### config.mk
export PLATFORM = sky130hd
export DESIGN_NAME = channel_4_noise_voice_flat
export DESIGN_NICKNAME = d
export VERILOG_FILES = /design/src/rtl/channel_4_noise_voice_pkg.sv /design/src/rtl/channel_4_noise_voice_if.sv /design/src/rtl/channel_4_noise_voice_lfsr.sv /design/src/rtl/channel_4_noise_voice.sv /design/src/flat_wrapper.sv
export SDC_FILE = /design/constraint.sdc
export NUM_CORES = 1
export LEC_CHECK = 0
export BUFFER_PORTS_ARGS = -buffer_cell sky130_fd_sc_hd__buf_4
export CAP_MARGIN = 20
export CELL_PAD_IN_SITES_DETAIL_PLACEMENT = 1
export CELL_PAD_IN_SITES_GLOBAL_PLACEMENT = 1
export CORE_MARGIN = 4
export CORE_UTILIZATION = 46
export CTS_CLUSTER_DIAMETER = 60
export DETAILED_ROUTE_END_ITERATION = 6
export PLACE_DENSITY = 0.9
export SETUP_SLACK_MARGIN = 0.05
export SLEW_MARGIN = 20
export SYNTH_ARGS = -nofsm -noshare
export SYNTH_HDL_FRONTEND = slang
export SYNTH_HIERARCHICAL = 1
export SYNTH_SLANG_ARGS = --single-unit
### constraint.sdc
create_clock -name i_clk -period 5.93 [get_ports i_clk]
set_input_delay 0.8895 -clock i_clk [delete_from_list [all_inputs] [get_ports i_clk]]
set_output_delay 0.8895 -clock i_clk [all_outputs]
set_load 0.1 [all_outputs]
### src/rtl/channel_4_noise_voice_pkg.sv
// channel_4_noise_voice_pkg: shared LFSR geometry and channel 4 phase-delta constants
package channel_4_noise_voice_pkg;
    localparam int LFSR_W = 15;
    localparam int LONG_TAP = 1;
    localparam int SHORT_TAP = 6;
    localparam logic [LFSR_W-1:0] DEFAULT_SEED = 15'h0001;
    localparam logic [31:0] CH4_DELTA_REST = 32'h0000_0000;
    localparam logic [31:0] CH4_DELTA_HALF = 32'h8000_0000;
    localparam logic [31:0] CH4_DELTA_MAX = 32'hFFFF_FFFF;
endpackage

### src/rtl/channel_4_noise_voice_if.sv
// channel_4_noise_voice_if: sequencer-to-voice control and sample output bundle
interface channel_4_noise_voice_if
    import channel_4_noise_voice_pkg::*;
#(
    parameter int SAMPLE_WIDTH = 16
);
    logic i_sample_stb;
    logic i_restart;
    logic i_short_mode;
    logic [31:0] i_phase_delta;
    logic [8:0] i_envelope;
    logic signed [SAMPLE_WIDTH-1:0] o_sample;
    logic o_sample_valid;
    logic [LFSR_W-1:0] o_lfsr;
    modport master (
        output i_sample_stb, i_restart, i_short_mode, i_phase_delta, i_envelope,
        input o_sample, o_sample_valid, o_lfsr
    );
    modport slave (
        input i_sample_stb, i_restart, i_short_mode, i_phase_delta, i_envelope,
        output o_sample, o_sample_valid, o_lfsr
    );
endinterface

### src/rtl/channel_4_noise_voice_lfsr.sv
// noise_lfsr15: 15-bit right-shifting noise LFSR with long/short tap select
// An all-zero state would lock up, so it reloads the seed on the following cycle.
module noise_lfsr15
    import channel_4_noise_voice_pkg::*;
#(
    parameter logic [LFSR_W-1:0] LFSR_SEED = DEFAULT_SEED
) (
    input logic i_clk,
    input logic i_rst,
    input logic step,
    input logic short_mode,
    output logic [LFSR_W-1:0] lfsr
);
    logic fb;
    always_comb fb = lfsr[0] ^ (short_mode ? lfsr[SHORT_TAP] : lfsr[LONG_TAP]);
    always_ff @(posedge i_clk) begin
        if (i_rst || lfsr == '0) lfsr <= LFSR_SEED;
        else if (step) lfsr <= {fb, lfsr[LFSR_W-1:1]};
    end
endmodule

### src/rtl/channel_4_noise_voice.sv
// channel_4_noise_voice: phase accumulator clocks a noise LFSR that signs the envelope
// Stage 1 latches on the strobe; stage 2 forms the sample from the post-step LFSR.
module channel_4_noise_voice
    import channel_4_noise_voice_pkg::*;
#(
    parameter int SAMPLE_WIDTH = 16,
    parameter logic [LFSR_W-1:0] LFSR_SEED = DEFAULT_SEED
) (
    input logic i_clk,
    input logic i_rst,
    channel_4_noise_voice_if.slave bus
);
    logic [31:0] acc;
    logic [32:0] sum;
    logic step;
    logic [8:0] env;
    logic mute;
    logic v1;
    logic signed [SAMPLE_WIDTH-1:0] env_s;
    logic signed [SAMPLE_WIDTH-1:0] sample;
    logic sample_valid;
    logic [LFSR_W-1:0] lfsr;
    always_comb begin
        sum = {1'b0, acc} + {1'b0, bus.i_phase_delta};
        step = bus.i_sample_stb && !bus.i_restart && sum[32];
        env_s = $signed({{(SAMPLE_WIDTH-9){1'b0}}, env});
    end
    noise_lfsr15 #(.LFSR_SEED(LFSR_SEED)) u_lfsr (
        .i_clk(i_clk),
        .i_rst(i_rst),
        .step(step),
        .short_mode(bus.i_short_mode),
        .lfsr(lfsr)
    );
    always_ff @(posedge i_clk) begin
        if (i_rst) begin
            acc <= '0;
            env <= '0;
            mute <= 1'b1;
            v1 <= 1'b0;
            sample <= '0;
            sample_valid <= 1'b0;
        end else begin
            v1 <= bus.i_sample_stb;
            sample_valid <= v1;
            if (bus.i_restart) acc <= '0;
            else if (bus.i_sample_stb) acc <= sum[31:0];
            if (bus.i_sample_stb) begin
                env <= bus.i_envelope;
                mute <= bus.i_phase_delta == 32'd0;
            end
            if (v1) sample <= mute ? '0 : (lfsr[0] ? -env_s : env_s);
        end
    end
    always_comb begin
        bus.o_sample = sample;
        bus.o_sample_valid = sample_valid;
        bus.o_lfsr = lfsr;
    end
endmodule

### src/flat_wrapper.sv
// flat-port wrapper written by rule: the top's interface ports become plain ports
module channel_4_noise_voice_flat import channel_4_noise_voice_pkg::*;
#(
    parameter int SAMPLE_WIDTH = 16,
    parameter logic [LFSR_W-1:0] LFSR_SEED = DEFAULT_SEED
)
  (i_clk, i_rst, bus_i_sample_stb, bus_i_restart, bus_i_short_mode, bus_i_phase_delta, bus_i_envelope, bus_o_sample, bus_o_sample_valid, bus_o_lfsr);
  channel_4_noise_voice_if #(.SAMPLE_WIDTH(SAMPLE_WIDTH)) bus_i ();
  input logic i_clk;
  input logic i_rst;
  input wire logic [$bits(bus_i.i_sample_stb)-1:0] bus_i_sample_stb;
  input wire logic [$bits(bus_i.i_restart)-1:0] bus_i_restart;
  input wire logic [$bits(bus_i.i_short_mode)-1:0] bus_i_short_mode;
  input wire logic [$bits(bus_i.i_phase_delta)-1:0] bus_i_phase_delta;
  input wire logic [$bits(bus_i.i_envelope)-1:0] bus_i_envelope;
  output wire logic [$bits(bus_i.o_sample)-1:0] bus_o_sample;
  output wire logic [$bits(bus_i.o_sample_valid)-1:0] bus_o_sample_valid;
  output wire logic [$bits(bus_i.o_lfsr)-1:0] bus_o_lfsr;
  assign bus_i.i_sample_stb = bus_i_sample_stb;
  assign bus_i.i_restart = bus_i_restart;
  assign bus_i.i_short_mode = bus_i_short_mode;
  assign bus_i.i_phase_delta = bus_i_phase_delta;
  assign bus_i.i_envelope = bus_i_envelope;
  assign bus_o_sample = bus_i.o_sample;
  assign bus_o_sample_valid = bus_i.o_sample_valid;
  assign bus_o_lfsr = bus_i.o_lfsr;
  channel_4_noise_voice #(.SAMPLE_WIDTH(SAMPLE_WIDTH), .LFSR_SEED(LFSR_SEED)) u_core (.i_clk(i_clk), .i_rst(i_rst), .bus(bus_i));
endmodule
Word level (Yosys, flattened, before mapping)
Index checks and enable logic that the tools add are counted.
- bits in latches: 0
- memories kept: 0
- flip-flop bits (word level): 75
- input bits: 46
- ROM bits: 0
- bits in writable memories: 0
- reduce and logical (&&, ||, !) cells: 7
- bitwise logic cells: 1
- add/subtract/negate cells: 2
- equality and inequality tests: 0
- multipliers: 0
- $lt $le $gt $ge: 0
- mux-type cells: 3
- shifts and indexed selects: 0
- divide/modulo/power cells: 0
- operator list (cell ; number):
    $add A32 B32 Y33 ; 1
    $logic_not A32 Y1 ; 1
    $mux W16 ; 2
    $neg A9 Y16 ; 1
    $logic_not A15 Y1 ; 1
    $logic_and A1 B1 Y1 ; 2
    $reduce_or A2 Y1 ; 1
    $logic_not A1 Y1 ; 1
    $logic_or A1 B1 Y1 ; 1
    $mux W1 ; 1
    $xor A1 B1 Y1 ; 1

Depth between registers and ports, before layout
Gate-level depths: netlist of the first run.
- depth in word-level cells: 3
- depth in mapped cells: 14
- depth with buffers taken out: 13

Modules after synthesis
Netlist of the first run, hierarchy kept.
- modules (own cells, without submodules) (module ; cells an instance ; area each (um^2) ; times used ; sequential area each (um^2)):
    channel_4_noise_voice ; 465 ; 3895.0 ; 1 ; 1201.2
    noise_lfsr15 ; 57 ; 594.3 ; 1 ; 300.3

Worst setup path before layout of the first run
OpenSTA, ideal clock, no wires.
- path type: input to register
- from: input port bus_i_phase_delta[0]
- to: register u_core.u_lfsr.lfsr[0]
- cell stages on the path: 13
- library setup time: 0.121 ns
- arrival time: 3.527 ns
- slack: 2.283 ns
- data required time: 5.809 ns
- path through: ha_1 > fa_1 > a211oi_1 > o21ai_1 > a31o_2 > a221oi_2 > o2bb2ai_1 > o21ba_2 > nand4b_1 > a2111oi_2 > buf_2 > buf_4 > a211o_1
- cells in the longest elaborated chain, start to end: 2
- RTL lines (what ; RTL line ; RTL):
    from (decl) ; flat_wrapper.sv:14 ; input wire logic [$bits(bus_i.i_phase_delta)-1:0] bus_i_phase_delta;
    $add A32 B32 Y33 ; channel_4_noise_voice.sv:24 ; sum = {1'b0, acc} + {1'b0, bus.i_phase_delta};
    $logic_and A1 B1 Y1 ; channel_4_noise_voice.sv:25 ; step = bus.i_sample_stb && !bus.i_restart && sum[32];
    net u_core.step ; channel_4_noise_voice.sv:15 ; logic step;
    to (signal assigned) ; channel_4_noise_voice_lfsr.sv:18 ; else if (step) lfsr <= {fb, lfsr[LFSR_W-1:1]};
    to (decl) ; channel_4_noise_voice_lfsr.sv:12 ; output logic [LFSR_W-1:0] lfsr
The timed path passes the listed nets, and every way through them passes these cells.
A chain may end at the register's enable or synchronous reset.

Final worst setup path of the first run
- from: input port bus_i_phase_delta[0]
- to: register u_core.u_lfsr.lfsr[14]
Same word-level chain as after synthesis.

==> results of run 1 <==
==> worst paths after layout <==
check / startpoint / endpoint / slack (ps)
worst max register to register: u_core/acc[0] / u_core/u_lfsr/lfsr[14] / 2650
worst max-delay path: bus_i_phase_delta[0] / u_core/u_lfsr/lfsr[14] / 2290
worst min-delay path: u_core/acc[31] / u_core/acc[31] / 470
worst min register to register: u_core/acc[31] / u_core/acc[31] / 470
==> registers in the layout, indices dropped and copies added, names as in the netlist <==
register and cells:
u_core/u_lfsr/lfsr 15, u_core/bus.o_sample 16, u_core/bus.o_sample_valid 1, u_core/acc 32
u_core/mute 1, u_core/v1 1, u_core/env 9
==> power groups by stage <==
stage | Sequential [mW] | Clock (mW) | Combinational, mW
2_1_floorplan | 0.575 | 0 | 0.174
3_3_place_gp | 0.547 | 0 | 0.268
3_5_place_dp | 0.549 | 0 | 0.280
4_1_cts | 0.538 | 0.386 | 0.284
5_1_grt | 0.540 | 0.410 | 0.312
6_report | 0.538 | 0.372 | 0.285
==> cell families after synthesis <==
group	count (synthesis)	synth area share, %
compound gates	132	20.1
xor+xnor	33	6.44
flops	75	33.4
simple gates	166	17.0
mux	44	9.84
buf+inv	38	3.60
fa+ha+maj	34	9.64
==> worst reg2reg max path, stage by stage (launching register included) <==
cell and delay, ps:
dfxtp_1 320, ha_1 220, fa_1 440, a211oi_1 340
o21ai_1 150, a31o_2 270, a221oi_2 310, o2bb2ai_1 160
o21ba_2 160, nand4b_1 160, a2111oi_4 90, buf_4 260
nand2b_1 100, mux2_2 140, a21oi_1 60
==> cell usage in the layout, fill, tap and decap left out, types with 2 or more instances in the layout <==
| cell type | count |
|---|---|
| xnor2_1 | 23 |
| o41ai_1 | 2 |
| o211ai_1 | 4 |
| o21bai_1 | 5 |
| a31oi_1 | 2 |
| a2111oi_0 | 2 |
| nor2_1 | 76 |
| inv_1 | 15 |
| nor2b_1 | 5 |
| a22oi_1 | 9 |
| nand4b_1 | 2 |
| nand3_1 | 8 |
| and3_1 | 4 |
| or4_1 | 2 |
| xor2_1 | 10 |
| a21o_1 | 9 |
| dfxtp_1 | 75 |
| a21boi_0 | 3 |
| clkbuf_8 | 10 |
| nor3_1 | 10 |
| mux2i_1 | 43 |
| ha_1 | 33 |
| buf_4 | 78 |
| o22ai_1 | 2 |
| a31o_2 | 2 |
| clkinv_4 | 3 |
| o31ai_1 | 2 |
| nand4_1 | 6 |
| a211oi_1 | 6 |
| o21ai_0 | 14 |
| nand2_1 | 32 |
| nor4_1 | 11 |
| clkinvlp_4 | 2 |
| a21oi_1 | 42 |
| nand2b_1 | 5 |
| o21ai_1 | 7 |
| a21oi_2 | 3 |
==> area by class of cell <==
type | count | share of cell area [%]
Multi-Input combinational cell | 409 | 53.2
Sequential cell | 75 | 28.1
Timing Repair Buffer | 78 | 11.0
Tap cell | 129 | 3.03
Clock buffer | 10 | 2.58
Inverter | 16 | 1.13
Clock inverter | 6 | 0.938
==> stage by stage <==
| stage | utilization, % | hold WS, ps | worst slack (ps) | power [mW] |
|---|---|---|---|---|
| floorplan | - | 431 | 2280 | 0.749 |
| finish | 56.9 | 472 | 2290 | 1.20 |
| global route | 56.9 | 500 | 2070 | 1.26 |
| global placement | 54.9 | 445 | 2010 | 0.816 |
| CTS | 56.9 | 475 | 2320 | 1.21 |
| detailed placement | 54.9 | 456 | 1950 | 0.829 |
==> routing by layer <==
layer	wire, µm	share of wire [%]	GRT usage, %
met5	0	0	0
met2	6530	50	40.9
met4	376	2.9	8.68
met1	5480	42	27.8
met3	555	4.3	4.70
==> flow_summary.ini, run 1 <==
[outcome]
status = completed

[setup_path]
worstSetupPathDepth = 15
worstPathCellList = buf_4 -> ha_1 -> fa_1 -> a211oi_1 -> o21ai_1 -> a31o_2 -> a221oi_2 -> o2bb2ai_1 -> o21ba_2 -> nand4b_1 -> a2111oi_4 -> buf_4 -> nand2b_1 -> mux2_2 -> a21oi_1
cp-start-kind = primary input
critPathArrivalTime_ps = 3850
required_ps = 6150
crit_fanout = 18
criticalPathCategory = in2reg
crit_path_end_kind = flop
cp.buffers_inverters = 2
slowest_stage = fa_1
rr_worst_depth = 14
critPathTopFamily = compound AO/OA/AOI/OAI gates
cpMostUsedCell = buf_4
cp_slowest_stage_delay_ps = 440

[global_route]
grt_pass1_wl_mm = 21.7
grt_max_degree = 45
grt_usage_pct = 23.2
grt_antenna_before_repair = 0
grt_pass1_vias = 4546
overflow = 0

[placed_design]
dp_hpwl_mm = 9.60
dp_cells = 707
port_buffers = 77
gp_congestion = 0.969
placed_area_um2 = 5150

[power]
vdd_drop_max_v = 0.000137
power_frac_comb_pct = 23.9
seqPwrFrac_pct = 45.0
clkPwrFrac_pct = 31.2
power_density_nw_per_um2 = 224
p_int_uw = 801
swShare_pct = 33.0
power_leakage_nw = 2.31
switchingPower_uw = 394

[timing]
max_freq_mhz = 275
fin_crit_sh_pct = 61.3
fin_skew_ps = 11.7
rsz0062_at_grt = false
period_minus_slack_ps = 3640
setup_tns_ps = 0
maxSlewHeadroom_pct = 41.9
setup_viol = 0
worstMarginPinSlew_ps = 850
finalMaxSlewViolations = 0
hold_viol = 0

[clock_tree]
cts-hold-fix-buffers = 0
clock-root-buffer = clkbuf_8
cts.clk_slew.worst_paths_ps = 80
cts_tree = yes
numCtsBuffers = 9
cts_sinks = 75
post_cts_buffers = 0
clock_path_buffers = 2
clock_latency_ps = 350
cts-resized-gates = 0
h-tree-depth = 3

[detailed_routing]
drc_errors = 0
first_pass_iters = 4
first_iter_violations = 151
wl_per_cell_um = 17.9
via_per_inst = 5.76
final_antenna_net_count = 0
wl_mm = 12.9
via_count = 4168

[final_layout]
area.growth.synth_to_final_pct = 18.8
fill_cells = 1201
stdcell_area_um2 = 5340
layout-drive-gt1-share_pct = 18.7
instances_no_fill = 723
antenna_cells = 0
final_nets = 669
ff_latch_area_um2 = 1500
multi_input_area_um2 = 2840

[hold_path]
worstHoldPathType = reg2reg
hold_depth = 2

[synth]
synth_seq_cells = 75
yosys.area.top_type = dfxtp_1
synth-main-ff-cell = dfxtp_1
yosys_warnings = 6
synthDistinctLibCells = 64
syn_area_per_cell_um2 = 8.60
synth.most_common_cell = nor2_1
async_reset_ff_share_pct = 0
synth_top_area_share_pct = 33.4
ys_top_cells_by_area = dfxtp_1, mux2i_1, ha_1
postSynthCellCount = 522
syn_nets = 602
synth_edf_count = 0
ys_seq_area_share_pct = 33.4
synthTopCellsByCount = nor2_1, dfxtp_1, mux2i_1
netlist_area_um2 = 4490

[floorplan]
initial_utilization_pct = 47.9
dieArea_um2 = 11400
die_h_um = 107
rows = 35
die_w_um = 107
ioPinCount = 78
coreArea_um2 = 9370

[flow_run]
drv_cap = 0
Power figures use the tool's default switching activity.
==> run 2, diff against run 1 <==
- CORE_UTILIZATION: 46 -> 38
- PLACE_DENSITY: 0.9 -> 0.8
- clock period: 5.93 -> 3.2 ns (I/O delays scaled with it)
==> run 2 against run 1 <==
First-iteration DRC count rose by 50%. Sequential cell count did not move. Worst hold slack got worse by 93 ps. Critical path depth fell by 3. Design area rose by 11%. Clock-buffer cell count rose by 1. Clock skew fell by 4.8 ps. Largest power group is now clock. Highest routed layer unchanged.
==> flow_summary.ini, run 2 (synthesized netlist as in run 1, its figures left out) <==
[floorplan]
dieArea_um2 = 13600
die_h_um = 117
rows = 39
die_w_um = 117
ioPinCount = 78
coreArea_um2 = 11500
initial_utilization_pct = 39.1

[setup_path]
crit_fanout = 7
required_ps = 3420
crit_path_end_kind = flop
cp-start-kind = flop
critPathArrivalTime_ps = 3290
criticalPathCategory = reg2reg

[global_route]
grt_max_degree = 44
grt_usage_pct = 20.1
grt_pass1_vias = 4487
grt_pass1_wl_mm = 21.7
grt_antenna_before_repair = 0
overflow = 0

[placed_design]
dp_hpwl_mm = 10.0
placed_area_um2 = 5410
dp_cells = 753
port_buffers = 77
gp_congestion = 0.889

[timing]
finalMaxSlewViolations = 0
maxSlewHeadroom_pct = 48.1
fin_crit_sh_pct = 95.9
period_minus_slack_ps = 3070
hold_viol = 0
max_freq_mhz = 326
worstMarginPinSlew_ps = 759
rsz0062_at_grt = true
setup_viol = 0
fin_skew_ps = 6.96

[power]
power_leakage_nw = 2.55
swShare_pct = 30.0
power_frac_comb_pct = 23.0
vdd_drop_max_v = 0.000324
switchingPower_uw = 789
seqPwrFrac_pct = 38.0
power_density_nw_per_um2 = 445
p_int_mw = 1.84
clkPwrFrac_pct = 38.9

[detailed_routing]
final_antenna_net_count = 0
via_per_inst = 5.52
wl_mm = 13.9
first_iter_violations = 227
drc_errors = 0
first_pass_iters = 4
wl_per_cell_um = 17.9
via_count = 4264

[final_layout]
instances_no_fill = 772
largest_register_ffs = 32
final_nets = 704
layout_common_cells = buf_4, nor2_1, dfxtp_1
area.growth.synth_to_final_pct = 31.6
utilization_pct = 51.5
layout-drive-gt1-share_pct = 26.4
antenna_cells = 0
mostFrequentLayoutCell = buf_4
regMostFlops = u_core/acc
stdcell_area_um2 = 5910

[clock_tree]
numCtsBuffers = 9
clock_path_buffers = 2
clock_latency_ps = 340
cts_tree = yes
clock-root-buffer = clkbuf_16
cts.clk_slew.worst_paths_ps = 60
cts_sinks = 75
h-tree-depth = 3

[flow_run]
drv_cap = 0

[hold_path]
worstHoldPathType = in2reg

[outcome]
status = completed
## run 2: changes by cell type in the layout (fill, tap and decap cells not counted), moves of 4 or more
cell,change
dfxtp_2,+4
buf_4,+34
ha_4,+8
ha_1,-9
clkbuf_8,-10
clkbuf_16,+9
dfxtp_1,-4
## run 2: metrics by stage
step                      hold WS (ps)  setup TNS (ps)  worst slack (ps)  total power [mW]
final                              379               0               131              2.63
after global routing               390           -19.2             -11.1              2.76
after CTS                          372               0              93.6              2.62
after detailed placement           458           -1360              -133              1.58
after global placement             442            -524             -57.2              1.56
after floorplan                    431               0              70.6              1.39
## run 2: critical path, cell delays in order (launching register included)
cell and delay [ps]:
dfxtp_1 330, ha_1 320, buf_4 160, and4_1 190, a221o_1 220, a221oi_4 100, o2bb2ai_2 130, o21ba_4 190
nand4b_1 210, a2111oi_4 560, buf_4 250, mux2i_1 220, nor2_1 50
## run 2: what timing repair did
| item | 4_1_cts | 5_1_grt |
|---|---|---|
| hold buffers | 0 | 0 |
| setup endpoints to repair | 0 | 14 |
| buffers inserted | 0 | 3 |
| gates resized for setup | 0 | 28 |
## run 2: layer usage
| layer | GRT usage [%] | share of wire [%] | vias to the layer above |
|---|---|---|---|
| li1 | - | - | 2089 |
| met1 | 25.2 | 44 | 2072 |
| met2 | 33.6 | 50 | 83 |
| met3 | 4.72 | 4.0 | 20 |
| met4 | 7.42 | 1.9 | 0 |
| met5 | 0 | 0 | - |
## run 2: final cells by class
class                   count  area (µm²)
fillers                  1347        5560
multi-input cells         409        3020
flip-flops and latches     75        1510
repair buffers            113         852
clock buffers              11         233
well taps                 143         179
clock inverters             5        62.6
inverters                  16        60.1
## run 2: final timing paths
kind,from,endpoint,slack [ps],cells after the start
max reg2reg,u_core/acc[16],u_core/u_lfsr/lfsr[5],130,12
min,bus_i_envelope[8],u_core/env[8],380,3
min reg2reg,u_core/bus.o_sample[15],u_core/bus.o_sample[15],470,2
max,u_core/acc[16],u_core/u_lfsr/lfsr[5],130,12
## run 2: power groups by stage
stage / logic (mW) / registers (mW) / clock network (mW)
CTS: 0.574 / 0.996 / 1.05
finish: 0.605 / 0.999 / 1.02
global route: 0.663 / 1.00 / 1.09
floorplan: 0.324 / 1.07 / 0
detailed placement: 0.567 / 1.02 / 0
global placement: 0.547 / 1.01 / 0
